[src/rtl/multicycle_ctrl.sv]
// Main control FSM for the multi-cycle core: sequences ALU, register file, PC and
// the unified memory across fetch/decode/execute/memory/write-back states.
module multicycle_ctrl #(
    parameter int unsigned CNT_W = 32
) (
    input  logic             clk_i,
    input  logic             rst_i,
    input  logic [6:0]       opcode_i,
    input  logic             zero_i,
    input  logic             mem_ready_i,
    output logic [1:0]       ALUOp_o,
    output logic             ALUSrcA_o,
    output logic [1:0]       ALUSrcB_o,
    output logic             IRWrite_o,
    output logic             PCWrite_o,
    output logic             PCWriteCond_o,
    output logic             IorD_o,
    output logic             MemRead_o,
    output logic             MemWrite_o,
    output logic             RegWrite_o,
    output logic             MemtoReg_o,
    output logic             illegal_o,
    output logic [3:0]       state_o,
    output logic [CNT_W-1:0] instret_o
);

    localparam logic [6:0] OP_LOAD   = 7'b0000011;
    localparam logic [6:0] OP_STORE  = 7'b0100011;
    localparam logic [6:0] OP_RTYPE  = 7'b0110011;
    localparam logic [6:0] OP_ITYPE  = 7'b0010011;
    localparam logic [6:0] OP_BRANCH = 7'b1100011;

    typedef enum logic [3:0] {
        S_FETCH    = 4'd0,
        S_DECODE   = 4'd1,
        S_MEM_ADDR = 4'd2,
        S_MEM_RD   = 4'd3,
        S_MEM_WB   = 4'd4,
        S_MEM_WR   = 4'd5,
        S_EXEC_R   = 4'd6,
        S_ALU_WB   = 4'd7,
        S_BRANCH   = 4'd8,
        S_EXEC_I   = 4'd9
    } state_t;

    state_t           r_state;
    state_t           w_next;
    logic [CNT_W-1:0] r_instret;
    logic             w_retire;

    logic [1:0] w_alu_op;
    logic       w_src_a;
    logic [1:0] w_src_b;
    logic       w_ir_write;
    logic       w_pc_write;
    logic       w_pc_write_cond;
    logic       w_iord;
    logic       w_mem_read;
    logic       w_mem_write;
    logic       w_reg_write;
    logic       w_mem_to_reg;
    logic       w_illegal;

    // State register and retired-instruction counter
    always_ff @(posedge clk_i or posedge rst_i) begin
        if (rst_i) begin
            r_state   <= S_FETCH;
            r_instret <= '0;
        end else begin
            r_state <= w_next;
            if (w_retire) begin
                r_instret <= r_instret + CNT_W'(1);
            end
        end
    end

    // Next-state and per-state control decode
    always_comb begin
        w_next          = S_FETCH;
        w_retire        = 1'b0;
        w_alu_op        = 2'b00;
        w_src_a         = 1'b0;
        w_src_b         = 2'b00;
        w_ir_write      = 1'b0;
        w_pc_write      = 1'b0;
        w_pc_write_cond = 1'b0;
        w_iord          = 1'b0;
        w_mem_read      = 1'b0;
        w_mem_write     = 1'b0;
        w_reg_write     = 1'b0;
        w_mem_to_reg    = 1'b0;
        w_illegal       = 1'b0;
        case (r_state)
            S_FETCH: begin
                w_mem_read = 1'b1;
                w_src_b    = 2'b01;
                w_ir_write = mem_ready_i;
                w_pc_write = mem_ready_i;
                w_next     = mem_ready_i ? S_DECODE : S_FETCH;
            end
            S_DECODE: begin
                w_src_b = 2'b10;
                case (opcode_i)
                    OP_LOAD, OP_STORE: w_next = S_MEM_ADDR;
                    OP_RTYPE:          w_next = S_EXEC_R;
                    OP_ITYPE:          w_next = S_EXEC_I;
                    OP_BRANCH:         w_next = S_BRANCH;
                    default: begin
                        w_next    = S_FETCH;
                        w_illegal = 1'b1;
                    end
                endcase
            end
            S_MEM_ADDR: begin
                w_src_a = 1'b1;
                w_src_b = 2'b10;
                w_next  = (opcode_i == OP_LOAD) ? S_MEM_RD : S_MEM_WR;
            end
            S_MEM_RD: begin
                w_iord     = 1'b1;
                w_mem_read = 1'b1;
                w_next     = mem_ready_i ? S_MEM_WB : S_MEM_RD;
            end
            S_MEM_WB: begin
                w_reg_write  = 1'b1;
                w_mem_to_reg = 1'b1;
                w_retire     = 1'b1;
                w_next       = S_FETCH;
            end
            S_MEM_WR: begin
                w_iord      = 1'b1;
                w_mem_write = 1'b1;
                w_retire    = mem_ready_i;
                w_next      = mem_ready_i ? S_FETCH : S_MEM_WR;
            end
            S_EXEC_R: begin
                w_src_a  = 1'b1;
                w_alu_op = 2'b10;
                w_next   = S_ALU_WB;
            end
            S_EXEC_I: begin
                w_src_a  = 1'b1;
                w_src_b  = 2'b10;
                w_alu_op = 2'b11;
                w_next   = S_ALU_WB;
            end
            S_ALU_WB: begin
                w_reg_write = 1'b1;
                w_retire    = 1'b1;
                w_next      = S_FETCH;
            end
            S_BRANCH: begin
                w_src_a         = 1'b1;
                w_alu_op        = 2'b01;
                w_pc_write_cond = zero_i;
                w_retire        = 1'b1;
                w_next          = S_FETCH;
            end
            default: w_next = S_FETCH;
        endcase
    end

    // Reset forces every strobe low, even before the first clock edge
    assign ALUOp_o       = rst_i ? 2'b00 : w_alu_op;
    assign ALUSrcA_o     = ~rst_i & w_src_a;
    assign ALUSrcB_o     = rst_i ? 2'b00 : w_src_b;
    assign IRWrite_o     = ~rst_i & w_ir_write;
    assign PCWrite_o     = ~rst_i & w_pc_write;
    assign PCWriteCond_o = ~rst_i & w_pc_write_cond;
    assign IorD_o        = ~rst_i & w_iord;
    assign MemRead_o     = ~rst_i & w_mem_read;
    assign MemWrite_o    = ~rst_i & w_mem_write;
    assign RegWrite_o    = ~rst_i & w_reg_write;
    assign MemtoReg_o    = ~rst_i & w_mem_to_reg;
    assign illegal_o     = ~rst_i & w_illegal;
    assign state_o       = rst_i ? 4'd0 : r_state;
    assign instret_o     = r_instret;

endmodule

[config.mk]
export PLATFORM = sky130hd
export DESIGN_NAME = multicycle_ctrl
export DESIGN_NICKNAME = d
export VERILOG_FILES = /design/src/rtl/multicycle_ctrl.sv
export SDC_FILE = /design/constraint.sdc
export NUM_CORES = 1
export LEC_CHECK = 0
export ABC_AREA = 1
export CORE_ASPECT_RATIO = 0.6
export CORE_UTILIZATION = 49
export DETAILED_ROUTE_END_ITERATION = 16
export GPL_TIMING_DRIVEN = 0
export HOLD_SLACK_MARGIN = 0.03
export PLACE_DENSITY_LB_ADDON = 0.05
export SLEW_MARGIN = 20
export SYNTH_ARGS = -nofsm -noshare
export SYNTH_HDL_FRONTEND = slang
export SYNTH_SLANG_ARGS = --single-unit
[constraint.sdc]
create_clock -name clk_i -period 3.45 [get_ports clk_i]
set_input_delay 0.8625 -clock clk_i [delete_from_list [all_inputs] [get_ports clk_i]]
set_output_delay 0.8625 -clock clk_i [all_outputs]
set_load 0.01 [all_outputs]
==> run_results.csv <==
group,metric,value,unit
status,outcome,"finished, final reports clean",
route,wl_per_cell,12.5,um
power_and_ir_drop,leakage,1.35,nW
clock_network,numCtsBuffers,5,
layout,fill_cells,357,
synth,syn_area,2280,um2
clock_network,clk_pin_slew,0.07,ns
job,drv_cap,0,
timing,skew,0.00830,ns
die,rows,18,
grt,grt_pass1_vias,2002,
synth,netlist_top_cells_area,"dfrtp_1 40%, nand2_1 15%, nor2_1 8.9%, inv_1 8.2%, nand3_1 6.8%",
power_and_ir_drop,irDropWorstVdd,0.174,mV
route,vias,2379,
die,die-area,4940,um2
layout,multi_input_area,1140,um2
synth,netlist_instances,333,
clock_network,clk_latency,0.29,ns
route,via_per_inst,5.14,
timing,period_minus_slack,3.30,ns
synth,ys.warnings.count,0,
clock_network,cts_hold_buf,0,
layout,stdcell_count,463,
worst_setup_path,cp_top_family,"buffers and inverters",
worst_setup_path,crit_slowest_cell,"clkdlybuf4s50_1",
synth,avgSynthCellArea,6.84,um2
place,numPortBuffers,60,
worst_setup_path,cp.required,2.59,ns
timing,fin_tns_setup,0,ns
timing,slew_violations,0,
place,place_inst,454,
route,totalWireLength,5780,um
clock_network,cts_setup_buffers,0,
power_and_ir_drop,powerDensity,307,nW/um2
synth,synth-seq-area-share,0.395,
timing,rsz0062_at_grt,"no",
route,firstDrtPassIters,4,
clock_network,cts.path.max_buffers,2,
place,hpwlAfterDp,4480,um
synth,synth_top_area_frac,0.395,
timing,final_hold_viol_count,0,
grt,antenna_found_initial,0,
worst_setup_path,start_kind,"primary input",
layout,seq_area,901,um2
synth,synth_area_leader_cell,"dfrtp_1",
place,routabilityCongestion,0.937,
place,placed_cell_area,2980,um2
route,drt_iter0_markers,150,
worst_setup_path,endpoint_kind,"output pin",
grt,grt_util_all_layers,0.252,
die,start_util,0.532,
power_and_ir_drop,power.total,0.946,mW
route,detail_route.drc_violations,0,
worst_setup_path,crit_top_cell,"clkdlybuf4s50_1",
layout,drive_gt1_frac,0.0695,
die,die_w,90.0,um
hold_path,hold_path_class,"reg -> reg",
layout,syn2layout_area_growth,35.4,%
clock_network,h-tree-depth,2,
route,ant_nets,0,
worst_setup_path,critPathBufInv,4,
worst_setup_path,path_max_fanout,4,
worst_setup_path,critical_path_class,"in -> out",
layout,final_nets,414,
die,die_h,54.8,um
grt,grt_max_degree,21,
timing,fmax,303,MHz
die,core,4280,um2
worst_setup_path,slowest_delay,0.52,ns
timing,setup_viol,0,
timing,relSlewSlack,0.714,
timing,min_period_over_period,0.957,
grt,gr-total-overflow,0,
layout,finish.instance_area,3090,um2
synth,synth.distinct_cells,24,
synth,syn_nets,345,
worst_setup_path,crit_arrival,2.44,ns
worst_setup_path,path_cells,"clkdlybuf4s50_1 -> inv_1 -> nor3_1 -> buf_4 -> clkdlybuf4s50_1",
timing,tightest_slew,0.429,ns
clock_network,cts_tree,"done",
grt,grt_pass1_wl,9390,um
clock_network,ctsRootBufferMaster,"clkbuf_8",
clock_network,clock_sinks,36,
die,ios,61,
layout,diodes,0,
synth,ys_ff_latch,36,
## state kept, by name, indices dropped and copies added, names as in the netlist
| register | count |
|---|---|
| instret_o | 32 |
| r_state | 4 |
## cell usage in the layout (no fill, tap or decap), types with 8 or more instances in the layout
master	n
nand3_1	31
nand4_1	11
xnor2_1	10
a21oi_1	8
nor2_1	54
inv_1	49
clkdlybuf4s50_1	58
dfrtp_1	36
nand2_1	91
## kinds of logic (layout without fill, tap and decap cells)
| logic type | Yosys count | count (layout) | synth area share |
|---|---|---|---|
| DFF | 36 | 36 | 0.395 |
| AOI/OAI and AO/OA | 17 | 17 | 0.0401 |
| xor gates and xnor gates | 16 | 16 | 0.0615 |
| buffers and inverters | 57 | 127 | 0.102 |
| adders and majority gates | 1 | 1 | 0.00549 |
| and+or+nand+nor | 206 | 206 | 0.395 |
## cell usage after synthesis
cell type / n
nand2_1: 91
nor2_1: 54
inv_1: 50
dfrtp_1: 36
nand3_1: 31
nand4_1: 11
xnor2_1: 10
a21oi_1: 8
nor3_1: 6
xor2_1: 6
nor2_2: 5
o21ai_0: 4
a31oi_1: 3
buf_4: 3
nand2_2: 3
inv_2: 2
nand2_4: 2
nor2_4: 2
buf_6: 1
clkbuf_1: 1
ha_1: 1
nor3b_1: 1
o211ai_1: 1
o21ai_1: 1
## worst register-to-register path: stages (launching register included)
cell and delay, ns:
dfrtp_1 0.43, ha_1 0.19, nand2_1 0.05, nor2_1 0.27
nand3_1 0.22, nor2_4 0.20, nand2_2 0.10, o21ai_1 0.12
nand2_1 0.05
## per-stage QoR
step	utilization	setup WS [ns]	hold WS, ns
2_1_floorplan	-	0.182	0.522
3_3_place_gp	0.690	-1.15	0.479
3_5_place_dp	0.697	-0.259	0.500
4_1_cts	0.720	0.126	0.515
5_1_grt	0.721	0.0872	0.541
6_report	0.721	0.147	0.510
## repair_timing
action / 4_1_cts / 5_1_grt
gates cloned: 1 / 0
resized for setup: 3 / 1
setup endpoints to repair: 5 / 1
pin swaps: 0 / 0
## layer usage
metal / global-route usage / up-vias / share of wire
met4: 0.0833 / 0 / 0.012
met3: 0.0486 / 6 / 0.075
met2: 0.379 / 106 / 0.41
li1: - / 1181 / -
met5: 0 / - / 0
met1: 0.367 / 1086 / 0.50
## where the power goes
group	internal (mW)	switching [mW]	leakage, nW
logic	0.0814	0.0845	0.866
registers	0.441	0.0239	0.439
clock network	0.162	0.153	0.0445
## worst paths after layout
| kind | startpoint | to | slack (ns) | cells past startpoint |
|---|---|---|---|---|
| hold reg to reg | instret_o[29] | instret_o[29] | 0.51 | 2 |
| setup / recovery | mem_ready_i | PCWrite_o | 0.15 | 5 |
| hold / removal | instret_o[29] | instret_o[29] | 0.51 | 2 |
| setup reg to reg | instret_o[0] | instret_o[26] | 1.70 | 8 |
| min in group asynchronous | rst_i | instret_o[16] | 0.79 | 2 |
| max in group asynchronous | rst_i | instret_o[20] | 2.36 | 3 |
## area by class of cell
class	instances	share of cell area
inverters	52	0.0649
well taps	60	0.0243
repair inverters	1	0.00122
repair buffers	61	0.204
clock buffers	7	0.0280
clock inverters	1	0.00243
flip-flops and latches	36	0.292
multi-input cells	240	0.371
plain buffers	5	0.0122
(Power assumes the default switching activity.)
